[config.mk]
export PLATFORM = sky130hd
export DESIGN_NAME = neuron_feeder
export DESIGN_NICKNAME = d
export VERILOG_FILES = /design/src/rtl/neuron_feeder.sv
export SDC_FILE = /design/constraint.sdc
export NUM_CORES = 1
export LEC_CHECK = 0
export CAP_MARGIN = 20
export CORE_UTILIZATION = 40
export DETAILED_ROUTE_END_ITERATION = 8
export DONT_BUFFER_PORTS = 1
export GPL_TIMING_DRIVEN = 1
export PLACE_DENSITY = 0.6
export SLEW_MARGIN = 20
export SYNTH_ARGS = -nofsm -noshare
export SYNTH_HDL_FRONTEND = slang
export SYNTH_SLANG_ARGS = --single-unit
[constraint.sdc]
create_clock -name clk -period 2.48 [get_ports clk]
set_input_delay 0.248 -clock clk [delete_from_list [all_inputs] [get_ports clk]]
set_output_delay 0.248 -clock clk [all_outputs]
set_load 0.02 [all_outputs]
[src/rtl/neuron_feeder.sv]
// Operand feeder for the neuron core: stores M input/weight byte pairs from the host,
// streams them one pair per BEAT cycles on go, then captures the core result or flags a timeout.
module neuron_feeder #(
    parameter int unsigned N       = 18,
    parameter int unsigned M       = 4,
    parameter int unsigned AW      = 2,
    parameter int unsigned BEAT    = 2,
    parameter int unsigned TIMEOUT = 64
) (
    input  logic          clk,
    input  logic          rst,
    input  logic          wr_en,
    input  logic [AW-1:0] wr_addr,
    input  logic [7:0]    wr_in,
    input  logic [7:0]    wr_weight,
    input  logic          go,
    output logic          busy,
    output logic          done,
    output logic          err,
    output logic [N-1:0]  result,
    output logic          nrn_start,
    output logic [7:0]    nrn_in,
    output logic [7:0]    nrn_weight,
    input  logic [N-1:0]  nrn_out,
    input  logic          nrn_ready
);

    localparam int unsigned BW = (BEAT > 1) ? $clog2(BEAT) : 1;
    localparam int unsigned TW = (TIMEOUT > 1) ? $clog2(TIMEOUT) : 1;
    localparam logic [BW-1:0] BEAT_LAST = BW'(BEAT - 1);
    localparam logic [TW-1:0] WAIT_LAST = TW'(TIMEOUT - 1);
    localparam logic [AW-1:0] PAIR_LAST = AW'(M - 1);

    typedef enum logic [2:0] {S_IDLE, S_START, S_FEED, S_WAIT, S_DONE} state_t;

    state_t         state_q, state_d;
    logic [AW-1:0]  pair_q, pair_d;
    logic [BW-1:0]  beat_q, beat_d;
    logic [TW-1:0]  wait_q, wait_d;
    logic [7:0]     mem_in_q [M];
    logic [7:0]     mem_in_d [M];
    logic [7:0]     mem_w_q  [M];
    logic [7:0]     mem_w_d  [M];
    logic           busy_q, busy_d;
    logic           done_q, done_d;
    logic           err_q, err_d;
    logic [N-1:0]   result_q, result_d;
    logic           nrn_start_q, nrn_start_d;
    logic [7:0]     nrn_in_q, nrn_in_d;
    logic [7:0]     nrn_weight_q, nrn_weight_d;

    // Next state, counters and memory; outputs are derived from the next state so they register cleanly.
    always_comb begin
        state_d  = state_q;
        pair_d   = pair_q;
        beat_d   = beat_q;
        wait_d   = wait_q;
        err_d    = err_q;
        result_d = result_q;
        mem_in_d = mem_in_q;
        mem_w_d  = mem_w_q;

        case (state_q)
            S_IDLE: begin
                if (wr_en && (32'(wr_addr) < M)) begin
                    mem_in_d[wr_addr] = wr_in;
                    mem_w_d[wr_addr]  = wr_weight;
                end
                if (go) begin
                    state_d = S_START;
                    pair_d  = '0;
                    beat_d  = '0;
                    err_d   = 1'b0;
                end
            end
            S_START, S_FEED: begin
                if (beat_q == BEAT_LAST) begin
                    beat_d = '0;
                    if (pair_q == PAIR_LAST) begin
                        state_d = S_WAIT;
                        wait_d  = '0;
                    end else begin
                        pair_d  = AW'(pair_q + 1'b1);
                        state_d = S_FEED;
                    end
                end else begin
                    beat_d  = BW'(beat_q + 1'b1);
                    state_d = S_FEED;
                end
            end
            S_WAIT: begin
                if (nrn_ready) begin
                    result_d = nrn_out;
                    state_d  = S_DONE;
                end else if (wait_q == WAIT_LAST) begin
                    err_d   = 1'b1;
                    state_d = S_DONE;
                end else begin
                    wait_d = TW'(wait_q + 1'b1);
                end
            end
            S_DONE:  state_d = S_IDLE;
            default: state_d = S_IDLE;
        endcase

        busy_d       = (state_d != S_IDLE);
        done_d       = (state_d == S_DONE);
        nrn_start_d  = (state_d == S_START);
        nrn_in_d     = 8'h00;
        nrn_weight_d = 8'h00;
        // Reading the post-write memory gives write-first behaviour when wr_en and go coincide.
        if ((state_d == S_START) || (state_d == S_FEED)) begin
            nrn_in_d     = mem_in_d[pair_d];
            nrn_weight_d = mem_w_d[pair_d];
        end
    end

    always_ff @(posedge clk or negedge rst) begin
        if (!rst) begin
            state_q      <= S_IDLE;
            pair_q       <= '0;
            beat_q       <= '0;
            wait_q       <= '0;
            busy_q       <= 1'b0;
            done_q       <= 1'b0;
            err_q        <= 1'b0;
            result_q     <= '0;
            nrn_start_q  <= 1'b0;
            nrn_in_q     <= 8'h00;
            nrn_weight_q <= 8'h00;
            for (int i = 0; i < int'(M); i++) begin
                mem_in_q[i] <= 8'h00;
                mem_w_q[i]  <= 8'h00;
            end
        end else begin
            state_q      <= state_d;
            pair_q       <= pair_d;
            beat_q       <= beat_d;
            wait_q       <= wait_d;
            busy_q       <= busy_d;
            done_q       <= done_d;
            err_q        <= err_d;
            result_q     <= result_d;
            nrn_start_q  <= nrn_start_d;
            nrn_in_q     <= nrn_in_d;
            nrn_weight_q <= nrn_weight_d;
            mem_in_q     <= mem_in_d;
            mem_w_q      <= mem_w_d;
        end
    end

    assign busy       = busy_q;
    assign done       = done_q;
    assign err        = err_q;
    assign result     = result_q;
    assign nrn_start  = nrn_start_q;
    assign nrn_in     = nrn_in_q;
    assign nrn_weight = nrn_weight_q;

endmodule

Yosys cells after proc, flatten, opt, wreduce, memory -nomap -nowiden:

Cells that the tools add are included.

* add/subtract/negate cells: 3
* $lt $le $gt $ge: 3
* equal/unequal tests: 14
* muxes and demuxes: 37
* bitwise operators: 2
* reduce and logical (&&, ||, !) cells: 12

Operators with widths (count)
* 32-bit 2-to-1 mux: 4
* 32-bit bitwise mux: 2
* 8-bit 2-to-1 mux: 7
* 8-bit binary-select mux with 2-bit select: 2
* 6-bit 2-to-1 mux: 4
* 8-bit demux with 2-bit select: 1
* 3-bit 2-to-1 mux: 4
* 2-bit != test (second input constant): 6
* 6-bit one-hot mux with 2 select lines: 1
* 3-bit by 2-bit == test with 1-bit output (second input constant): 3
* 3-bit one-hot mux with 3 select lines: 1
* 6-bit by 1-bit adder with 6-bit output (second input constant): 1
* 3-bit by 1-bit == test with 1-bit output (second input constant): 2
* 6-bit == test (second input constant): 1
* 3-bit >= comparator (second input constant): 2
* 2-bit 2-to-1 mux: 3
* 2-bit NOT with 3-bit output: 2
* 2-bit nonzero test: 3
* 1-bit 2-to-1 mux: 5
* 5-bit AND reduction: 1
* 1-bit one-hot mux with 2 select lines: 2
* 2-bit one-hot mux with 2 select lines: 1
* 2-bit AND reduction: 2
* 4-bit AND reduction: 1
* 10 further kinds: 10

* flip-flop bits (word level): 114
* input port bits: 41

Logic depth before layout (Yosys ltp):

* depth after elaboration: 12
* gate-level depth with buffers: 8
* gate-level depth less buffers: 6

Least setup slack after synthesis:

No wires, ideal clock.

* path type: register to register
* start point: register beat_q
* end point: register nrn_in_q[5] (netlist: nrn_in[5])
* arrival time: 2.066 ns
* data required time: 2.358 ns
* slack: 0.292 ns
* cell stages (with the launch flop): 9
* path buffers: 2
* clock period less this slack: 2.188 ns
* cells stage by stage: dfrtp_1 clkbuf_1 and3b_1 a2111oi_0 and3b_1 inv_2 buf_2 mux2_2 a32o_1

* longest elaborated chain between the ends: 7
* elaborated cells on any way between the ends: 12

RTL lines
* start: declaration: RTL line 38 `logic [BW-1:0] beat_q, beat_d;`
* start signal: assignment: RTL line 138 `beat_q <= beat_d;`
* 2-bit 2-to-1 mux: RTL line 77 `if (beat_q == BEAT_LAST) begin`
* 2-bit one-hot mux with 2 select lines: RTL line 63 `case (state_q)`
* named net pair_d[0]: RTL line 37 `logic [AW-1:0] pair_q, pair_d;`
* 2-bit NOT with 3-bit output (not written as such): RTL line 113 `nrn_in_d = mem_in_d[pair_d];`
* 8-bit binary-select mux with 2-bit select: RTL line 113
* 8-bit 2-to-1 mux (not written as such) (2 in a row): RTL line 113
* 8-bit 2-to-1 mux: RTL line 112 `if ((state_d == S_START) || (state_d == S_FEED)) begin`
* named net nrn_in_d[5]: RTL line 49 `logic [7:0] nrn_in_q, nrn_in_d;`
* end signal: assignment: RTL line 145 `nrn_in_q <= nrn_in_d;`
* end: declaration: RTL line 49

The timed path passes the listed nets, and every way through them passes these cells. The select of a mux whose other input is x is not followed.
A chain may end at the register's enable or synchronous reset.

Worst setup path in the final report:

* start point: register state_q[0]
* end point: register nrn_weight_q[2] (netlist: nrn_weight[2])

* longest elaborated chain between the ends: 8
* elaborated cells on any way between the ends: 19

RTL lines
* start: declaration: RTL line 36 `state_t state_q, state_d;`
* start signal: assignment: RTL line 136 `state_q <= state_d;`
* 3-bit by 1-bit == test with 1-bit output or 3-bit by 2-bit == test with 1-bit output (tied branches): RTL line 63
* 2-bit OR reduction: RTL line 63
* 2-bit one-hot mux with 2 select lines: RTL line 63
* 2-bit NOT with 3-bit output (not written as such): RTL line 114 `nrn_weight_d = mem_w_d[pair_d];`
* 8-bit binary-select mux with 2-bit select: RTL line 114
* 8-bit 2-to-1 mux (not written as such) (2 in a row): RTL line 114
* 8-bit 2-to-1 mux (*): RTL line 112
* named net nrn_weight_d[2]: RTL line 50 `logic [7:0] nrn_weight_q, nrn_weight_d;`
* end signal: assignment: RTL line 146 `nrn_weight_q <= nrn_weight_d;`
* end: declaration: RTL line 50

The timed path passes the listed nets; every way through them passes the cells marked *. The select of a mux whose other input is x is not followed.

==> flow_summary.ini <==
[die]
core_um2 = 12100
rows = 40
die_w_um = 113
die_area_um2 = 12900
ios = 79
initial_core_util = 0.412
fp.dieH_um = 113

[run_status]
outcome = finished, violations left
violations = negative hold slack

[power_and_ir_drop]
seqPwrFrac = 0.392
peakVddDrop_uv = 604
power_switching_share = 0.318
power.density_nw_per_um2 = 1440
p_leak_uw = 0.00285
combPwrFrac = 0.326
power.internal_uw = 6070
netSwitchingPower_uw = 2820
p_clk_frac = 0.282

[logic_synthesis]
synth.net_count = 433
syn_area_um2 = 4960
netlist_top_cells_area = dfrtp_1, mux2_2, mux2_4
yosysWarnings = 0
synth.avg_cell_area_um2 = 12.7
netlist_instances = 391
synth_seq_cells = 114
ys_types = 38
yosys.area.top_type = dfrtp_1
synth_top_area_frac = 0.575
yosysSeqAreaShare = 0.575

[clocking]
root_buffer = clkbuf_16
cts_tree = built
clkLatencyLatePin_ns = 0.41
cts.sinks = 114
cts-buffers-inserted = 17
clock_path_buffers = 2
clkTransAtPathRegs_ns = 0.05
ctsResizeCount = 0
htreeDepth = 4
hold_buffers = 36

[global_route]
grt_pass1_vias = 3436
use_met1 = 0.203
use_met2 = 0.297
grt_use_met3 = 0.0680
antenna_found_initial = 0
grt_pass1_wl_um = 17200
grt_max_degree = 115
grt-busiest-layer = met2
grt_usage = 0.177
grt-ovfl-total = 0

[timing]
slew-limit-headroom = 0.538
final_hold_viol_count = 114
fin_tns_setup_ns = 0
clock_skew_ns = 0.0106
fmax_ghz = 0.435
rsz0062_at_grt = false
fin_crit_sh = 0.926
setup_viol_count_final = 0
min_period_ns = 2.30
maxSlewViolCount = 0
holdWs_ns = -0.464
worstMarginPinSlew_ns = 0.692

[place]
dp_hpwl_um = 5990
place_congestion = 0.716
dp_cells = 548
io_buffers = 0

[critical_path]
crit_arrival_ns = 2.59
cp_max_fo = 22
start_kind = flop
cp.required_ns = 2.77
endpoint_kind = flop
critical_path_class = reg2reg

[routing]
ant_nets = 0
vias_per_cell = 5.24
drt_wl_total_um = 10300
vias = 3223
wl_per_cell_um = 16.8
initialDrtViolationCount = 168
drc = 0
dr.pass1.iters = 4

[cells_and_area]
synthToLayoutAreaGrowth_pct = 24.0
final_cells = 615
finalNetCount = 478
antennaDiodeCount = 0
mostFrequentLayoutCell = dfrtp_1
final_cell_mix = dfrtp_1, nand2_1, mux2_2
drive_gt1_frac = 0.268

[hold_path]
hp-class = in2async

[flow_run]
drv_cap = 0
worst max-delay path, stage by stage (launching register included):
cell and delay [ns]:
dfrtp_1 0.47, nand2b_1 0.21, a2111oi_0 0.38, and3b_1 0.24, inv_2 0.13, buf_12 0.19
mux2_2 0.35, a32o_1 0.21
power groups by stage:
stage / Clock [uW] / Sequential, uW / Combinational (uW)
CTS: 2550 / 3490 / 2920
global placement: 0 / 3480 / 2770
detailed placement: 0 / 3500 / 2850
global route: 2630 / 3590 / 3190
floorplan: 0 / 3340 / 2320
finish: 2510 / 3480 / 2900
state kept, by name, indices dropped and copies added (netlist names):
signal      cells
beat_q          1
done            1
busy            1
err             1
nrn_start       1
nrn_in          8
mem_in_q       32
wait_q          6
mem_w_q        32
result         18
state_q         3
nrn_weight      8
pair_q          2
layer usage:
metal  share of wire  wire [um]
met5               0          0
met1            0.43       4440
met4           0.016        170
met3           0.067        692
met2            0.49       5010
metrics by stage:
stage                     total power [uW]  setup WS [ns]   util  cell area (um^2)
after floorplan                       5660          0.292      -              4960
after global placement                6250          0.150  0.428              5160
after detailed placement              6350         0.0682  0.428              5160
after CTS                             8950         0.0539  0.509              6130
after global routing                  9410         0.0721  0.510              6150
final                                 8890          0.184  0.510              6150
cells in the mapped netlist:
master / number
a31oi_1: 2
and3_1: 1
dfrtp_1: 114
o21ai_0: 2
or3_1: 32
nor4bb_1: 1
nand2_4: 1
inv_1: 2
a221oi_1: 1
nand3_1: 2
nor3_1: 4
nand3b_4: 1
clkbuf_1: 14
nor4b_4: 1
o22ai_1: 1
nand4_1: 2
nor2_1: 18
nor4b_1: 1
mux2_2: 57
and3_2: 1
xnor2_1: 1
xor2_1: 4
a21o_1: 2
o21a_1: 3
mux2_4: 19
buf_1: 1
nor2b_1: 2
inv_2: 1
buf_6: 3
nand2b_1: 2
nand2_1: 62
a2111oi_0: 1
and3b_1: 2
buf_2: 3
ha_1: 1
mux2_1: 7
a21oi_1: 3
a32o_1: 16
cell families after synthesis:
family	share of synthesized area
AOI/OAI and AO/OA	0.0522
muxes	0.203
adders and majority gates	0.00252
buffers and inverters	0.0234
xor gates and xnor gates	0.00882
and+or+nand+nor	0.136
DFF	0.575
final cells by class:
class	instances	area (um^2)
Fill cell	1033	5910
Sequential cell	114	2850
Multi-Input combinational cell	253	2000
Clock buffer	26	519
Timing Repair Buffer	47	468
Tap cell	168	210
Clock inverter	4	95.1
Inverter	3	11.3
final timing paths:
path / startpoint / end / slack, ns / cells past startpoint
worst max-delay path: state_q[0]$_DFF_PN0_ / nrn_weight[2]$_DFF_PN0_ / 0.18 / 7
worst max register to register: state_q[0]$_DFF_PN0_ / nrn_weight[2]$_DFF_PN0_ / 0.18 / 7
min in group clk: wr_weight[5] / mem_w_q[29]$_DFF_PN0_ / 0.02 / 1
worst min-delay path: rst / mem_in_q[19]$_DFF_PN0_ / -0.46 / 0
worst min register to register: mem_w_q[2]$_DFF_PN0_ / mem_w_q[2]$_DFF_PN0_ / 0.47 / 2
max in group asynchronous: rst / err$_DFFE_PN0P_ / 2.81 / 0
timing repair:
| item | 4_1_cts | 5_1_grt |
|---|---|---|
| hold endpoints to repair | 200 | 114 |
| setup buffers | 0 | 1 |
| setup endpoints to repair | 0 | 5 |
(Power assumes the default switching activity.)
